## src/rtl/fetch_queue_stage.sv

```systemverilog
// Instruction fetch stage: PC generation, 1-cycle imem interface and a DEPTH-entry prefetch FIFO.
// Optional BTB-directed next-PC selection is enabled by defining FETCH_BTB_PREDICT_EN.
module fetch_queue_stage #(
  parameter int              XLEN      = 32,
  parameter int              DEPTH     = 4,
  parameter logic [XLEN-1:0] RESET_PC  = 32'h0000_0000,
  parameter logic [XLEN-1:0] NOP_INSTR = 32'h0000_0013
) (
  input  logic            clk,
  input  logic            rst,
  input  logic            redirect_en,
  input  logic [XLEN-1:0] redirect_pc,
  input  logic [XLEN-1:0] btb_target_pc,
  input  logic            btb_pc_valid,
  input  logic            btb_pc_predictTaken,
  output logic            imem_en,
  output logic [XLEN-1:0] imem_addr,
  input  logic [XLEN-1:0] imem_rdata,
  output logic            out_valid,
  input  logic            out_ready,
  output logic [XLEN-1:0] out_instr,
  output logic [XLEN-1:0] out_pc,
  output logic            out_pred_taken,
  output logic [XLEN-1:0] pc
);

  localparam int AW = $clog2(DEPTH);
  localparam int CW = AW + 1;

  logic [XLEN-1:0] instr_mem [DEPTH];
  logic [XLEN-1:0] pc_mem    [DEPTH];
  logic            pred_mem  [DEPTH];

  logic [AW-1:0]   rd_ptr, wr_ptr;
  logic [CW-1:0]   count;
  logic [CW:0]     occupancy;
  logic            inflight, kill;
  logic [XLEN-1:0] fl_pc, head_pc_q, next_pc;
  logic            fl_pred, pred, push, deq;

`ifdef FETCH_BTB_PREDICT_EN
  assign pred    = btb_pc_valid & btb_pc_predictTaken;
  assign next_pc = pred ? btb_target_pc : pc + XLEN'(4);
`else
  logic unused_btb;
  assign pred       = 1'b0;
  assign next_pc    = pc + XLEN'(4);
  assign unused_btb = ^{btb_target_pc, btb_pc_valid, btb_pc_predictTaken, pred_mem[rd_ptr]};
`endif

  assign out_valid = (count != '0);
  assign deq       = out_valid & out_ready;
  // A response is kept only if no redirect flushed it this cycle or last cycle.
  assign push      = inflight & ~kill & ~redirect_en;

  // In-flight request still needs a slot, a popping head frees one.
  assign occupancy = {1'b0, count} + (CW+1)'(inflight) - (CW+1)'(deq);
  assign imem_en   = ~rst & ~redirect_en & (occupancy < (CW+1)'(DEPTH));
  assign imem_addr = pc;

  assign out_instr = out_valid ? instr_mem[rd_ptr] : NOP_INSTR;
  assign out_pc    = out_valid ? pc_mem[rd_ptr]    : head_pc_q;
`ifdef FETCH_BTB_PREDICT_EN
  assign out_pred_taken = out_valid & pred_mem[rd_ptr];
`else
  assign out_pred_taken = 1'b0;
`endif

  // NOTE: all sequential state uses non-blocking assignments so every register samples pre-edge values.
  always_ff @(posedge clk or posedge rst) begin
    if (rst) begin
      pc        <= RESET_PC;
      inflight  <= 1'b0;
      kill      <= 1'b0;
      fl_pc     <= '0;
      fl_pred   <= 1'b0;
      rd_ptr    <= '0;
      wr_ptr    <= '0;
      count     <= '0;
      head_pc_q <= '0;
    end else begin
      kill <= redirect_en & inflight;
      if (out_valid) head_pc_q <= out_pc;
      if (redirect_en) begin
        pc       <= redirect_pc;
        inflight <= 1'b0;
        rd_ptr   <= '0;
        wr_ptr   <= '0;
        count    <= '0;
      end else begin
        inflight <= imem_en;
        if (imem_en) begin
          fl_pc   <= pc;
          fl_pred <= pred;
          pc      <= next_pc;
        end
        if (push) wr_ptr <= wr_ptr + AW'(1);
        if (deq)  rd_ptr <= rd_ptr + AW'(1);
        count <= count + CW'(push) - CW'(deq);
      end
    end
  end

  // NOTE: FIFO storage has no reset; count gates every read so stale contents are never visible.
  always_ff @(posedge clk) begin
    if (push) begin
      instr_mem[wr_ptr] <= imem_rdata;
      pc_mem[wr_ptr]    <= fl_pc;
      pred_mem[wr_ptr]  <= fl_pred;
    end
  end

endmodule

```

## config.mk

```make
export PLATFORM = sky130hd
export DESIGN_NAME = fetch_queue_stage
export DESIGN_NICKNAME = d
export VERILOG_FILES = /design/src/rtl/fetch_queue_stage.sv
export SDC_FILE = /design/constraint.sdc
export NUM_CORES = 1
export LEC_CHECK = 0
export BUFFER_PORTS_ARGS = -buffer_cell sky130_fd_sc_hd__buf_2
export CAP_MARGIN = 20
export CORE_UTILIZATION = 50
export DETAILED_ROUTE_END_ITERATION = 10
export GPL_ROUTABILITY_DRIVEN = 0
export PLACE_DENSITY_LB_ADDON = 0.1
export SKIP_LAST_GASP = 1
export SYNTH_ARGS = -nofsm -noshare
export SYNTH_HDL_FRONTEND = slang
export SYNTH_SLANG_ARGS = --single-unit
```

## constraint.sdc

```tcl
create_clock -name clk -period 4.7 [get_ports clk]
set_clock_uncertainty 0.05 [all_clocks]
set_input_delay 0.705 -clock clk [delete_from_list [all_inputs] [get_ports clk]]
set_output_delay 0.705 -clock clk [all_outputs]
set_load 0.005 [all_outputs]
```

==> impl_summary.log, run 1 <==
INFO  metric run_status = finished, final reports clean
INFO  metric synth_seq_cells = 361
INFO  metric p_switching = 2.93 mW
INFO  metric synth-edff-count = 256
INFO  metric synthesis.area_per_instance = 15.9 sq um
INFO  metric fill_cells = 2227
INFO  metric numPortBuffers = 197
INFO  metric postRouteAntennaNets = 0
INFO  metric regArea = 10300 sq um
INFO  metric synthCells = 934
INFO  metric synth-async-reset-ratio = 29.1%
INFO  metric drc = 0
INFO  metric cts-root-to-sink-buffers = 3
INFO  metric top_level_ports = 233
INFO  metric root_buffer = sky130_fd_sc_hd__clkbuf_16
INFO  metric ctsHtreeMaxLevel = 2
INFO  metric first_pass_grt_wire_length = 48.2 mm
INFO  metric p_comb_share = 25.2%
INFO  metric grt_overflow = 0
INFO  metric rows = 62
INFO  metric floorplan.initialDensity = 51.2%
INFO  metric critPathLaunchType = flop
INFO  metric grt_start_max_net_pins = 66
INFO  metric crit_family = simple AND/OR/NAND/NOR gates
INFO  metric worstPathCellList = nor3_4 -> inv_2 -> nand2_1 -> or2_2 -> ha_1 -> or4b_4 -> a211o_1 -> a31oi_1 -> buf_2
INFO  metric post_route_cells_drive_above_1_share = 34.4%
INFO  metric crit_arrival = 3.11 ns
INFO  metric number_of_antenna_violations_at_the_first_check_in_global_routing = 1
INFO  metric clock_power_share = 30.3%
INFO  metric delay_of_the_slowest_critical_path_stage = 0.54 ns
INFO  metric drt-vias-per-instance = 5.45
INFO  metric max-cap-violations = 0
INFO  metric dp.final_hpwl = 18.0 mm
INFO  metric tns = 0 ns
INFO  metric post-layout-total-power = 10.0 mW
INFO  metric finalSetupViolations = 0
INFO  metric holdBufCountCts = 0
INFO  metric power_switching_share = 29.3%
INFO  metric fmax = 259 MHz
INFO  metric clock_sinks = 361
INFO  metric hold_viol_final = 0
INFO  metric number_of_nets_produced_by_synthesis = 1045
INFO  metric maxSlewHeadroom = 29.2%
INFO  metric routed_wl = 30.6 mm
INFO  metric die_area = 30300 sq um
INFO  metric ys_warn_count = 0
INFO  metric actual_slew_at_the_worst_max_slew_pin = 1.06 ns
INFO  metric pre_cts_ws = 1.03 ns
INFO  metric cts_repair_resize_count = 0
INFO  metric cp_data_required_time = 3.94 ns
INFO  metric cts_tree = done
INFO  metric firstDrtPassIters = 4
INFO  metric clock_transition_at_path_regs = 0.06 ns
INFO  metric crit_path_max_fanout = 9
INFO  metric min-delay-path-class = in2reg
INFO  metric share_of_the_clock_period_used_by_the_worst_path = 82.3%
INFO  metric synth.distinct_cells = 59
INFO  metric grt_resource_usage_total = 20.9%
INFO  metric critical_path.endpoint_type = output pin
INFO  metric dpl.cell_count = 1452
INFO  metric final_core_util = 59.6%
INFO  metric sequentialPowerShare = 44.4%
INFO  metric power-per-cell-area = 580 nW/um^2
INFO  metric grt_pass1_vias = 8456
INFO  metric layout_area_growth_over_synthesis = 16.4%
INFO  metric timing.final.ws_setup = 0.832 ns
INFO  metric finalMaxSlewViolations = 0
INFO  metric via_count = 8285
INFO  metric worst_path_max_delay_cell = sky130_fd_sc_hd__or4b_4
INFO  metric wl_per_cell = 20.1 um
INFO  metric rsz0062_at_grt = no
INFO  metric placeableCoreArea = 28900 sq um
INFO  metric final.min_clock_period = 3.87 ns
INFO  metric die_w = 174 um
INFO  metric p_leak = 6.61 nW
INFO  metric area_taken_by_multi_input_logic_gates = 4010 sq um
INFO  metric clkLatencyLatePin = 0.52 ns
INFO  metric critical_path.n_buffers_inverters = 2
INFO  metric power_report.internal_total = 7.07 mW
INFO  metric post_synth_instance_area = 14800 sq um
INFO  metric layoutNonFillerInstCount = 1521
INFO  metric ir_worst_vdd = 0.286 mV
INFO  metric drt-initial-drc-count = 548
INFO  metric antenna_cells = 0
INFO  metric postSynth.topFlopCell = sky130_fd_sc_hd__edfxtp_1
INFO  metric cts_buffers = 38
INFO  metric floorplan.die.height = 174 um
INFO  metric yosysSeqAreaShare = 69.6%
INFO  metric startpoint_to_endpoint_class_of_the_critical_path = reg2out
INFO  metric final_net_count = 1219
INFO  metric post-cts-setup-buffer-count = 0
## final timing paths
kind / startpoint / to / slack (ns) / cells past startpoint
max: count[2] / imem_en / 0.83 / 9
min: redirect_pc[6] / imem_addr[6] / 0.34 / 3
max reg2reg: count[2] / fl_pc[24] / 1.21 / 10
min reg2reg: head_pc_q[14] / head_pc_q[14] / 0.41 / 2
max in group asynchronous: rst / fl_pc[27] / 3.33 / 3
min in group asynchronous: rst / imem_addr[14] / 0.38 / 2
## cells in the mapped netlist (5+ instances only)
master | instances | share of area [%]
sky130_fd_sc_hd__o31ai_1 | 5 | 0.25
sky130_fd_sc_hd__nor2b_1 | 6 | 0.25
sky130_fd_sc_hd__and2_1 | 37 | 1.6
sky130_fd_sc_hd__or3_1 | 7 | 0.30
sky130_fd_sc_hd__xnor2_1 | 5 | 0.30
sky130_fd_sc_hd__or2_2 | 5 | 0.21
sky130_fd_sc_hd__mux4_2 | 64 | 9.7
sky130_fd_sc_hd__nand2_1 | 156 | 4.0
sky130_fd_sc_hd__nor2_1 | 26 | 0.66
sky130_fd_sc_hd__o21ai_0 | 8 | 0.27
sky130_fd_sc_hd__buf_4 | 33 | 1.7
sky130_fd_sc_hd__nor3_1 | 6 | 0.20
sky130_fd_sc_hd__edfxtp_1 | 256 | 52
sky130_fd_sc_hd__o211ai_1 | 6 | 0.30
sky130_fd_sc_hd__buf_2 | 8 | 0.27
sky130_fd_sc_hd__clkbuf_1 | 23 | 0.58
sky130_fd_sc_hd__ha_1 | 8 | 0.68
sky130_fd_sc_hd__nand3_1 | 21 | 0.71
sky130_fd_sc_hd__mux2_2 | 34 | 2.6
sky130_fd_sc_hd__a31oi_1 | 13 | 0.55
sky130_fd_sc_hd__buf_1 | 7 | 0.18
sky130_fd_sc_hd__dfrtp_1 | 105 | 18
sky130_fd_sc_hd__or4_1 | 9 | 0.46
sky130_fd_sc_hd__inv_1 | 16 | 0.41
sky130_fd_sc_hd__nand4_1 | 12 | 0.51
## kinds of logic after synthesis
group / count (synthesis) / synth area share (%)
AO/OA/AOI/OAI: 58 / 3.05
XOR/XNOR: 9 / 0.532
adder cells (fa/ha/maj): 9 / 0.811
buffers and inverters: 92 / 3.44
flip-flops: 361 / 69.6
multiplexers: 102 / 12.6
other: 1 / 0.0253
AND/OR/NAND/NOR: 302 / 9.94
## cell type report
type	count	share of cell area, %
Clock inverter	17	0.914
Sequential cell	361	59.9
Timing Repair Buffer	209	6.24
Tap cell	384	2.79
Multi-Input combinational cell	481	23.3
Clock buffer	52	6.54
Inverter	17	0.385
## flip-flops by register name, indices dropped and copies added (netlist names)
name       count
wr_ptr         2
count          3
instr_mem    128
imem_addr     32
head_pc_q     32
kill           1
pc_mem       128
fl_pc         32
rd_ptr         2
inflight       1
## power by group through the flow
stage	clock network, mW	registers [mW]	logic, mW
finish	3.03	4.44	2.52
global route	3.21	4.52	2.82
CTS	3.09	4.46	2.59
detailed placement	0	4.52	2.58
global placement	0	4.49	2.53
floorplan	0	4.28	1.80
## cells in the final DEF (no fill, tap or decap), types with 7 or more instances in the layout
cell	count
sky130_fd_sc_hd__mux4_2	64
sky130_fd_sc_hd__o21ai_0	8
sky130_fd_sc_hd__buf_2	197
sky130_fd_sc_hd__ha_1	8
sky130_fd_sc_hd__inv_1	15
sky130_fd_sc_hd__nor2_1	26
sky130_fd_sc_hd__and2_1	33
sky130_fd_sc_hd__buf_4	12
sky130_fd_sc_hd__nand4_1	12
sky130_fd_sc_hd__nand2_1	156
sky130_fd_sc_hd__dfrtp_1	103
sky130_fd_sc_hd__or4_1	9
sky130_fd_sc_hd__a31oi_1	13
sky130_fd_sc_hd__mux2_2	34
sky130_fd_sc_hd__nand3_1	21
sky130_fd_sc_hd__edfxtp_1	256
sky130_fd_sc_hd__clkbuf_16	42
sky130_fd_sc_hd__or3_1	7
## metal layers
metal | vias to the layer above | wire (um) | GRT usage (%)
li1 | 3830 | - | -
met1 | 4175 | 13700 | 29.2
met2 | 236 | 14800 | 34.0
met3 | 42 | 1610 | 3.87
met4 | 2 | 524 | 5.12
met5 | - | 13 | 0
## worst min-delay path, cell delays in order
cell and delay [ns]:
sky130_fd_sc_hd__buf_2 0.07, sky130_fd_sc_hd__nand2_1 0.05, sky130_fd_sc_hd__nand3_1 0.05
## stage by stage
step	hold WS [ns]	area [sq um]
CTS	0.329	17200
global placement	0.392	16000
floorplan	0.383	14800
finish	0.341	17200
detailed placement	0.400	16000
global route	0.340	17200
Power figures use the tool's default switching activity.
==> run 2: changes to the inputs <==
Settings changed: ABC_AREA set to 1.
Clock period 4.7 ns to 3.65 ns, I/O delays scaled along.
==> run 2 against run 1 <==
Effect of this change:
- routed wire length grew 11%
- combinational power rose by 46%
- setup slack lost 0.41 ns
- count of clock-buffer cells in the layout increased by 4
- highest routed layer is now met4
- sequential power up 27%
==> impl_summary.log, run 2 <==
INFO  metric number_of_antenna_violations_at_the_first_check_in_global_routing = 0
INFO  metric finalMaxSlewViolations = 0
INFO  metric postRouteAntennaNets = 0
INFO  metric final_area = 17700 sq um
INFO  metric clock_transition_at_path_regs = 0.06 ns
INFO  metric ys_warn_count = 0
INFO  metric fmax = 310 MHz
INFO  metric max-cap-violations = 0
INFO  metric tns = 0 ns
INFO  metric placement_cell_area = 16600 sq um
INFO  metric synth_seq_cells = 361
INFO  metric number_of_nets_produced_by_synthesis = 1581
INFO  metric floorplan.initialDensity = 51.4%
INFO  metric final.min_clock_period = 3.22 ns
INFO  metric cts_repair_resize_count = 0
INFO  metric holdBufCountCts = 0
INFO  metric crit_family = buffers and inverters
INFO  metric cts_tree = done
INFO  metric critical_path.endpoint_type = output pin
INFO  metric rsz0062_at_grt = no
INFO  metric synth_common_cells = sky130_fd_sc_hd__nor2_1 (316), sky130_fd_sc_hd__edfxtp_1 (256), sky130_fd_sc_hd__nand2_1 (234), sky130_fd_sc_hd__o21ai_0 (164), sky130_fd_sc_hd__dfrtp_1 (105)
INFO  metric cts-root-to-sink-buffers = 3
INFO  metric ir_worst_vdd = 0.503 mV
INFO  metric critPathLaunchType = flop
INFO  metric antenna_cells = 0
INFO  metric drc = 0
INFO  metric drt-initial-drc-count = 548
INFO  metric maxSlewHeadroom = 39.6%
INFO  metric layout_commonest_cell = sky130_fd_sc_hd__nor2_1
INFO  metric first_pass_grt_wire_length = 53.1 mm
INFO  metric netlist_top_cells_area = sky130_fd_sc_hd__edfxtp_1 (50%), sky130_fd_sc_hd__dfrtp_1 (17%), sky130_fd_sc_hd__nor2_1 (7.7%)
INFO  metric dp.final_hpwl = 20.2 mm
INFO  metric grt_overflow = 0
INFO  metric worst_path_max_delay_cell = sky130_fd_sc_hd__clkinv_2
INFO  metric yosysSeqAreaShare = 67.0%
INFO  metric synth.distinct_cells = 34
INFO  metric p_leak = 7.15 nW
INFO  metric finalHoldWorstSlack = 0.0957 ns
INFO  metric placeableCoreArea = 30000 sq um
INFO  metric die_area = 31500 sq um
INFO  metric hold_viol_final = 0
INFO  metric clock_sinks = 361
INFO  metric post-layout-total-power = 12.9 mW
INFO  metric final_net_count = 1729
INFO  metric share_of_the_clock_period_used_by_the_worst_path = 88.3%
INFO  metric grt_pass1_vias = 10000
INFO  metric critical_path.n_buffers_inverters = 3
INFO  metric startpoint_to_endpoint_class_of_the_critical_path = reg2out
INFO  metric numPortBuffers = 197
INFO  metric postSynth.topFlopCell = sky130_fd_sc_hd__edfxtp_1
INFO  metric cp_data_required_time = 3.05 ns
INFO  metric synthesis.area_per_instance = 10.5 sq um
INFO  metric crit_path_max_fanout = 54
INFO  metric synth-async-reset-ratio = 29.1%
INFO  metric run_status = finished, final reports clean
INFO  metric post-cts-setup-buffer-count = 0
INFO  metric crit_path_frequent_cell = sky130_fd_sc_hd__nor2_1
INFO  metric die_w = 177 um
INFO  metric layout_top_registers = instr_mem (128), pc_mem (128)
INFO  metric power-per-cell-area = 726 nW/um^2
INFO  metric crit_arrival = 2.63 ns
INFO  metric synthCells = 1470
INFO  metric finalSetupViolations = 0
INFO  metric worstPathCellList = clkinv_2 -> buf_4 -> nor2_1 -> nor2_1 -> o21ai_0 -> o311ai_0 -> buf_2
INFO  metric cts_buffers = 38
INFO  metric clkLatencyLatePin = 0.52 ns
INFO  metric layout_common_cells = sky130_fd_sc_hd__nor2_1 (312), sky130_fd_sc_hd__edfxtp_1 (256), sky130_fd_sc_hd__nand2_1 (234)
INFO  metric pre_cts_ws = 0.930 ns
INFO  metric post_synth_instance_area = 15400 sq um
INFO  metric root_buffer = sky130_fd_sc_hd__clkbuf_16
INFO  metric actual_slew_at_the_worst_max_slew_pin = 0.906 ns
INFO  metric delay_of_the_slowest_critical_path_stage = 0.54 ns
INFO  metric synth_top_cell_area_share = 49.9%
INFO  metric via_count = 10800
INFO  metric drt-vias-per-instance = 5.28
INFO  metric post_route_cells_drive_above_1_share = 17.5%
INFO  metric synth-edff-count = 256
INFO  metric firstDrtPassIters = 5
INFO  metric grt_start_max_net_pins = 130
INFO  metric ctsHtreeMaxLevel = 2
INFO  metric floorplan.die.height = 177 um
INFO  metric synth_most_common_cell = sky130_fd_sc_hd__nor2_1
INFO  metric top_level_ports = 233
INFO  metric min-delay-path-class = in2async
INFO  metric layout_area_growth_over_synthesis = 15.1%
INFO  metric fill_cells = 2563
INFO  metric routed_wl = 34.0 mm
INFO  metric grt_resource_usage_total = 21.8%
INFO  metric synth_top_area_cell = sky130_fd_sc_hd__edfxtp_1
INFO  metric rows = 63
INFO  metric wl_per_cell = 16.7 um
INFO  metric timing.final.ws_setup = 0.427 ns
[run 2: cell count changes in the layout (fill, tap and decap cells not counted), sizes merged, moves of 11 or more]
cell	change
a31oi	+49
buf	+11
nand2	+82
o21ai	+164
nand3	+33
inv	+41
nor2	+293
xor2	+13
mux4	-64
mux2	-34
and2	-37
nor3	+12
a21oi	+31
[run 2: worst reg2reg max path, cell delays in order (launching register included)]
cell,delay [ns]
sky130_fd_sc_hd__dfrtp_1,0.43
sky130_fd_sc_hd__nor2_1,0.18
sky130_fd_sc_hd__nand2_4,0.09
sky130_fd_sc_hd__nand2_4,0.10
sky130_fd_sc_hd__inv_1,0.07
sky130_fd_sc_hd__nand2_1,0.06
sky130_fd_sc_hd__ha_1,0.23
sky130_fd_sc_hd__nand2_1,0.07
sky130_fd_sc_hd__inv_1,0.04
sky130_fd_sc_hd__nand4_1,0.09
sky130_fd_sc_hd__nand3_1,0.08
sky130_fd_sc_hd__nand2_1,0.06
sky130_fd_sc_hd__nor2_1,0.05
sky130_fd_sc_hd__nand2_2,0.17
sky130_fd_sc_hd__buf_4,0.48
sky130_fd_sc_hd__inv_4,0.12
sky130_fd_sc_hd__nand2_1,0.09
sky130_fd_sc_hd__nand2_1,0.05
[run 2: kinds of logic after synthesis]
group	after synthesis	synth area share [%]
AOI/OAI and AO/OA	273	9.48
buffers and inverters	172	5.21
adders and majority gates	9	0.780
and+or+nand+nor	636	16.5
DFF	361	67.0
xor gates and xnor gates	18	1.02
other	1	0.0244
[run 2: path summary, 6_finish.rpt]
| kind | start | to | slack (ns) | cells past startpoint |
|---|---|---|---|---|
| min in group clk | redirect_pc[1] | imem_addr[1] | 0.19 | 3 |
| min | rst | count[2] | 0.1 | 2 |
| max in group asynchronous | rst | head_pc_q[14] | 2.68 | 3 |
| max reg2reg | count[1] | fl_pc[9] | 1.02 | 17 |
| min reg2reg | fl_pc[18] | pc_mem[1][18] | 0.46 | 0 |
| max | rd_ptr[0] | out_instr[0] | 0.43 | 7 |
[run 2: through the flow]
stage	cells	util [%]
after floorplan	1470	-
after global placement	1968	55.3
after detailed placement	1968	55.3
after CTS	2038	59.2
after global routing	2038	59.2
final	2038	59.2
[run 2: power by group]
group          leakage, nW  total [mW]  internal [mW]  switching [mW]
combinational         2.98        3.69           1.35            2.33
sequential            3.61        5.62           5.12           0.497
clock                0.568        3.55           2.08            1.48
total                 7.15        12.9           8.55            4.31
[run 2: layout make-up]
cell class / count / area, sq um / share of cell area [%]
flip-flops and latches: 361 / 10300 / 58.2
repair buffers: 220 / 1210 / 6.82
well taps: 390 / 488 / 2.75
clock buffers: 56 / 1090 / 6.16
multi-input cells: 937 / 4320 / 24.4
clock inverters: 14 / 65.1 / 0.367
inverters: 60 / 231 / 1.31
[run 2: layer usage]
metal | global-route usage [%] | wire length, um | vias up
li1 | - | - | 5294
met1 | 29.2 | 15200 | 5097
met2 | 36.6 | 16100 | 316
met3 | 3.53 | 1870 | 54
met4 | 6.55 | 801 | 0
met5 | 0 | 0 | -
